File: src/rtl/video_pkg.sv
// Shared video definitions: pixel/coordinate widths, default frame size,
// bounding-box record and the overlay FSM state type.
package video_pkg;

  localparam int RGB_W     = 16;
  localparam int COORD_W   = 12;
  localparam int DEF_IMG_W = 1024;
  localparam int DEF_IMG_H = 720;

  typedef struct packed {
    logic [COORD_W-1:0] x_min;
    logic [COORD_W-1:0] x_max;
    logic [COORD_W-1:0] y_min;
    logic [COORD_W-1:0] y_max;
  } box_t;

  typedef enum logic [0:0] {
    ST_IDLE   = 1'b0,
    ST_ACTIVE = 1'b1
  } ovl_state_e;

  // A box is drawable only if it is ordered and lies fully inside the image;
  // the detector's empty-frame marker (x_min=IMG_W, x_max=0) fails here.
  function automatic logic box_ok(input box_t b, input int img_w, input int img_h);
    logic [COORD_W:0] w_lim;
    logic [COORD_W:0] h_lim;
    w_lim = img_w[COORD_W:0];
    h_lim = img_h[COORD_W:0];
    return (b.x_min <= b.x_max) && (b.y_min <= b.y_max) &&
           ({1'b0, b.x_max} < w_lim) && ({1'b0, b.y_max} < h_lim);
  endfunction

endpackage

File: src/rtl/frame_pix_counter.sv
// Pixel position tracker for a clken-qualified video stream; frame start is
// the vsync rising edge, which also clears both counters.
module frame_pix_counter
  import video_pkg::*;
#(
  parameter int IMG_W = DEF_IMG_W,
  parameter int IMG_H = DEF_IMG_H
) (
  input  logic               clk,
  input  logic               rst,
  input  logic               vsync,
  input  logic               clken,
  output logic [COORD_W-1:0] cnt_x,
  output logic [COORD_W-1:0] cnt_y,
  output logic               vs_rise
);

  localparam int XL = IMG_W - 1;
  localparam int YL = IMG_H - 1;
  localparam logic [COORD_W-1:0] X_LAST = XL[COORD_W-1:0];
  localparam logic [COORD_W-1:0] Y_LAST = YL[COORD_W-1:0];

  logic vs_d_r;

  assign vs_rise = vsync & ~vs_d_r;

  // vsync history and raster counters; frame start wins over any clken
  always_ff @(posedge clk) begin
    if (rst) begin
      vs_d_r <= 1'b0;
      cnt_x  <= '0;
      cnt_y  <= '0;
    end else begin
      vs_d_r <= vsync;
      if (vs_rise) begin
        cnt_x <= '0;
        cnt_y <= '0;
      end else if (clken) begin
        if (cnt_x == X_LAST) begin
          cnt_x <= '0;
          cnt_y <= (cnt_y == Y_LAST) ? {COORD_W{1'b0}} : cnt_y + 12'd1;
        end else begin
          cnt_x <= cnt_x + 12'd1;
        end
      end
    end
  end

endmodule

File: src/rtl/face_box_overlay.sv
// Draws the detector's bounding box as a coloured border on the RGB565 stream;
// one box latched per frame with a bounded hold-over, fixed 2-cycle latency.
module face_box_overlay
  import video_pkg::*;
#(
  parameter int          IMG_W       = DEF_IMG_W,
  parameter int          IMG_H       = DEF_IMG_H,
  parameter int          LINE_W      = 2,
  parameter int          HOLD_FRAMES = 8,
  parameter logic [15:0] BOX_COLOR   = 16'hF800
) (
  input  logic               clk,
  input  logic               rst,
  input  logic               per_frame_vsync,
  input  logic               per_frame_href,
  input  logic               per_frame_clken,
  input  logic [RGB_W-1:0]   per_img_data,
  input  logic [COORD_W-1:0] box_x_min,
  input  logic [COORD_W-1:0] box_x_max,
  input  logic [COORD_W-1:0] box_y_min,
  input  logic [COORD_W-1:0] box_y_max,
  output logic               post_frame_vsync,
  output logic               post_frame_href,
  output logic               post_frame_clken,
  output logic [RGB_W-1:0]   post_img_data,
  output logic               box_valid
);

  localparam logic [COORD_W:0] LW        = LINE_W[COORD_W:0];
  localparam logic [7:0]       HOLD_INIT = HOLD_FRAMES[7:0];

  logic [COORD_W-1:0] cnt_x_s;
  logic [COORD_W-1:0] cnt_y_s;
  logic               vs_rise_s;
  box_t               box_in_s;
  logic               box_ok_s;
  logic               inside_s;
  logic               edge_s;
  logic               hit_s;

  ovl_state_e         state_r;
  box_t               shadow_r;
  logic [7:0]         hold_cnt_r;

  logic               vs_s1_r;
  logic               href_s1_r;
  logic               clken_s1_r;
  logic [RGB_W-1:0]   data_s1_r;
  logic               hit_s1_r;

  frame_pix_counter #(
    .IMG_W (IMG_W),
    .IMG_H (IMG_H)
  ) u_cnt (
    .clk     (clk),
    .rst     (rst),
    .vsync   (per_frame_vsync),
    .clken   (per_frame_clken),
    .cnt_x   (cnt_x_s),
    .cnt_y   (cnt_y_s),
    .vs_rise (vs_rise_s)
  );

  assign box_in_s = '{x_min: box_x_min, x_max: box_x_max,
                      y_min: box_y_min, y_max: box_y_max};
  assign box_ok_s = box_ok(box_in_s, IMG_W, IMG_H);

  // Frame-start box update; the first frame start after reset already samples
  always_ff @(posedge clk) begin
    if (rst) begin
      state_r    <= ST_IDLE;
      shadow_r   <= '0;
      hold_cnt_r <= 8'd0;
      box_valid  <= 1'b0;
    end else if (vs_rise_s) begin
      case (state_r)
        ST_IDLE, ST_ACTIVE: begin
          state_r <= ST_ACTIVE;
          if (box_ok_s) begin
            shadow_r   <= box_in_s;
            hold_cnt_r <= HOLD_INIT;
            box_valid  <= 1'b1;
          end else if (hold_cnt_r != 8'd0) begin
            hold_cnt_r <= hold_cnt_r - 8'd1;
          end else begin
            box_valid  <= 1'b0;
          end
        end
        default: begin
          state_r   <= ST_IDLE;
          box_valid <= 1'b0;
        end
      endcase
    end
  end

  // Border hit test; one bit of headroom so edge sums never wrap
  always_comb begin
    inside_s = box_valid &
               (cnt_x_s >= shadow_r.x_min) & (cnt_x_s <= shadow_r.x_max) &
               (cnt_y_s >= shadow_r.y_min) & (cnt_y_s <= shadow_r.y_max);
    edge_s   = ({1'b0, cnt_x_s} < ({1'b0, shadow_r.x_min} + LW)) |
               (({1'b0, cnt_x_s} + LW) > {1'b0, shadow_r.x_max}) |
               ({1'b0, cnt_y_s} < ({1'b0, shadow_r.y_min} + LW)) |
               (({1'b0, cnt_y_s} + LW) > {1'b0, shadow_r.y_max});
    hit_s    = inside_s & edge_s;
  end

  // Two-stage pipeline: capture stream + hit, then select the output pixel
  always_ff @(posedge clk) begin
    if (rst) begin
      vs_s1_r          <= 1'b0;
      href_s1_r        <= 1'b0;
      clken_s1_r       <= 1'b0;
      data_s1_r        <= '0;
      hit_s1_r         <= 1'b0;
      post_frame_vsync <= 1'b0;
      post_frame_href  <= 1'b0;
      post_frame_clken <= 1'b0;
      post_img_data    <= '0;
    end else begin
      vs_s1_r          <= per_frame_vsync;
      href_s1_r        <= per_frame_href;
      clken_s1_r       <= per_frame_clken;
      data_s1_r        <= per_img_data;
      hit_s1_r         <= hit_s;
      post_frame_vsync <= vs_s1_r;
      post_frame_href  <= href_s1_r;
      post_frame_clken <= clken_s1_r;
      post_img_data    <= (hit_s1_r & clken_s1_r) ? BOX_COLOR : data_s1_r;
    end
  end

endmodule

File: config.mk
export PLATFORM = sky130hd
export DESIGN_NAME = face_box_overlay
export DESIGN_NICKNAME = d
export VERILOG_FILES = /design/src/rtl/video_pkg.sv /design/src/rtl/frame_pix_counter.sv /design/src/rtl/face_box_overlay.sv
export SDC_FILE = /design/constraint.sdc
export NUM_CORES = 1
export LEC_CHECK = 0
export CAP_MARGIN = 20
export CORE_MARGIN = 8
export CORE_UTILIZATION = 50
export DETAILED_ROUTE_END_ITERATION = 7
export GPL_ROUTABILITY_DRIVEN = 0
export PLACE_DENSITY = 0.78
export SKIP_CTS_REPAIR_TIMING = 1
export SYNTH_ARGS = -nofsm -noshare
export SYNTH_HDL_FRONTEND = slang
export SYNTH_SLANG_ARGS = --single-unit
File: constraint.sdc
create_clock -name clk -period 2.33 [get_ports clk]
set_input_delay 0.466 -clock clk [delete_from_list [all_inputs] [get_ports clk]]
set_output_delay 0.466 -clock clk [all_outputs]
set_load 0.05 [all_outputs]
==> out/metrics.csv <==
metric;value;unit
outcome;finished, violations left;
violations;setup timing;
grt_max_degree;37;
synth_cell_types;59;
async_reset_ff_frac;0;
hold_viol;0;
htreeDepth;4;
drt_iter0_drc;551;
avgSynthCellArea;8.74;um^2
rsz0062_at_grt;yes;
crit_path_end_kind;flip-flop;
drive_gt1_frac;0.229;
insertion_delay;0.43;ns
synth-edff-count;0;
slew_headroom;0.546;
ys_top_cells_by_area;dfxtp_1 31%, ha_1 20%, mux2i_1 5.9%;
antenna_found_initial;0;
vias;7445;
clkTransAtPathRegs;0.06;ns
worst_path_largest_cell_delay;0.34;ns
area_growth;43.6;%
num_rows;45;
min_path_type;in2reg;
drv_cap;0;
crit_arrival;2.86;ns
final-seq-area;2430;um^2
cts_tree;done;
synth.cell_area;7640;um^2
grt_pass1_wl;34200;um
clk_path_buf_depth;2;
required;2.65;ns
via_per_inst;5.72;
io_pins;89;
max_freq;0.395;GHz
setup_viol;1;
drt_pre_antenna_iters;5;
drc;0;
pre_cts_ws;-1.01;ns
crit_fanout;2;
ys_seq_area_frac;0.314;
crit_buf_inv;3;
fin_ws;-0.204;ns
power_per_cell_area;553;nW/um^2
finalWirelength;24200;um
start_util;0.507;
synth_area_leader_cell;dfxtp_1;
synthCells;875;
dominantRegCellSynth;dfxtp_1;
max-vdd-ir-drop;0.000659;V
cts_buffers;17;
wl_per_cell;18.6;um
nNetsFinal;1292;
cp-start-kind;flip-flop;
multi_input_area;5240;um^2
finish.utilization;0.728;
power_leakage;0.00504;uW
synthesis.nets;1067;
path_class;reg2reg;
numPortBuffers;88;
dieArea;19500;um^2
finalCritPeriodShare;1.09;
fillers;974;
grtUsageTotal;0.216;
cpLargestDelayFamily;simple AND/OR/NAND/NOR gates;
fin_skew;0.00805;ns
cp_slowest_cell;dfxtp_2;
core_area;15100;um^2
min_period;2.53;ns
synth-seq-cells;120;
die_y;140;um
ant_nets;0;
yosysWarnings;0;
antenna_cells;0;
worst_slew_pin_slew;0.678;ns
cp_cell_sequence;inv_1, nor3_2, and3_4, buf_4, buf_4, xnor2_1, ha_1, and3_1, o2111ai_1, a21oi_1, o21ai_1, nand2_1, nand4_1, and4b_1;
dp_hpwl;16000;um
clock-sinks;120;
die_w;140;um
synth_top_area_frac;0.314;
gr-total-overflow;0;
cts-root-buf;clkbuf_16;
grt_pass1_vias;7090;
slew_viol_final;0;
path_common_cell;buf_4;
## kinds of logic (layout without fill, tap and decap cells)
logic type                 Yosys count  after routing  share of synthesized area
AOI/OAI and AO/OA                  124            124                      0.104
xor gates and xnor gates            56             56                     0.0642
adders and majority gates          123            123                      0.201
buffers and inverters              103            341                     0.0571
DFF                                120            120                      0.314
muxes                               45             45                     0.0589
and+or+nand+nor                    304            304                      0.201
## cells in the mapped netlist, types with 7 or more instances
library cell,count
nand3_1,40
a21oi_1,38
clkbuf_1,9
xnor2_1,36
o21ai_0,22
ha_1,123
nand2_1,34
dfxtp_1,120
xor2_1,20
buf_4,7
nand4_1,22
a21o_1,19
nor3_1,22
inv_1,79
mux2i_1,45
a211oi_1,8
nor2_1,105
and3_1,7
nor2b_1,27
and2_1,14
## tightest hold or removal path, delay by kind of cell
family,cells,cell delay (ns)
buffers and inverters,1,0.12
multiplexers,1,0.08
AND/OR/NAND/NOR,1,0.07
## stage by stage
stage / std cells / total power [uW] / instance area, um^2 / hold WS, ns / setup TNS (ns)
finish: 1301 / 6070 / 11000 / 0.350 / -0.204
global route: 1301 / 6230 / 11000 / 0.383 / -1.82
CTS: 1293 / 5950 / 10300 / 0.432 / -29.13
detailed placement: 1261 / 2950 / 9660 / 0.414 / -52.21
global placement: 1261 / 2930 / 9660 / 0.408 / -39.73
floorplan: 875 / 2610 / 7660 / 0.406 / -0.844
## metal layers
metal / wire, um / global-route usage / up-vias
li1: - / - / 3506
met1: 9420 / 0.240 / 3545
met2: 12500 / 0.390 / 300
met3: 1250 / 0.0520 / 94
met4: 1060 / 0.0880 / 0
met5: 0 / 0 / -
## where the power goes
part	internal [uW]	switching [uW]	total (uW)
Clock	2010	1030	3040
Sequential	2120	52.4	2170
Combinational	403	454	857
Total	4530	1530	6070
## flip-flops by register name, summed over array words and instances (netlist names), 8 cells and up
register       cells
u_cnt.cnt_y       12
hold_cnt_r         8
data_s1_r         16
shadow_r          48
u_cnt.cnt_x       12
post_img_data     16
## cell usage in the layout, fill, tap and decap left out, drive strengths merged, types with 7 or more instances in the layout
cell,netlist,final
nand4,23,23
nand3,41,41
xor2,20,20
mux2i,45,45
nor2,107,107
buf,13,141
clkdlybuf4s50,0,42
nor2b,27,27
o21ai,24,24
nand2,34,34
a21oi,38,38
and3,8,8
ha,123,123
or3,7,7
nor3,22,22
dlymetal6s2s,0,45
dfxtp,120,120
a21o,19,19
inv,79,81
a211oi,8,8
clkbuf,11,20
and2,14,14
xnor2,36,36
## path summary, 6_finish.rpt
kind | start | endpoint | slack, ns | depth (start not counted)
max reg2reg | shadow_r[16]$_SDFFE_PP0P_ | hit_s1_r$_SDFF_PP0_ | -0.20 | 14
min reg2reg | data_s1_r[2]$_SDFF_PP0_ | post_img_data[2]$_SDFF_PP0_ | 0.43 | 1
max | shadow_r[16]$_SDFFE_PP0P_ | hit_s1_r$_SDFF_PP0_ | -0.20 | 14
min | box_x_min[8] | shadow_r[44]$_SDFFE_PP0P_ | 0.35 | 3
## final cells by class
cell class              count  share of cell area
flip-flops and latches    120               0.221
repair buffers            230               0.192
clock inverters            14              0.0222
well taps                 188              0.0214
clock buffers              18              0.0391
inverters                  79              0.0270
multi-input cells         652               0.477
Note: power is estimated with default switching activity, not from simulation.
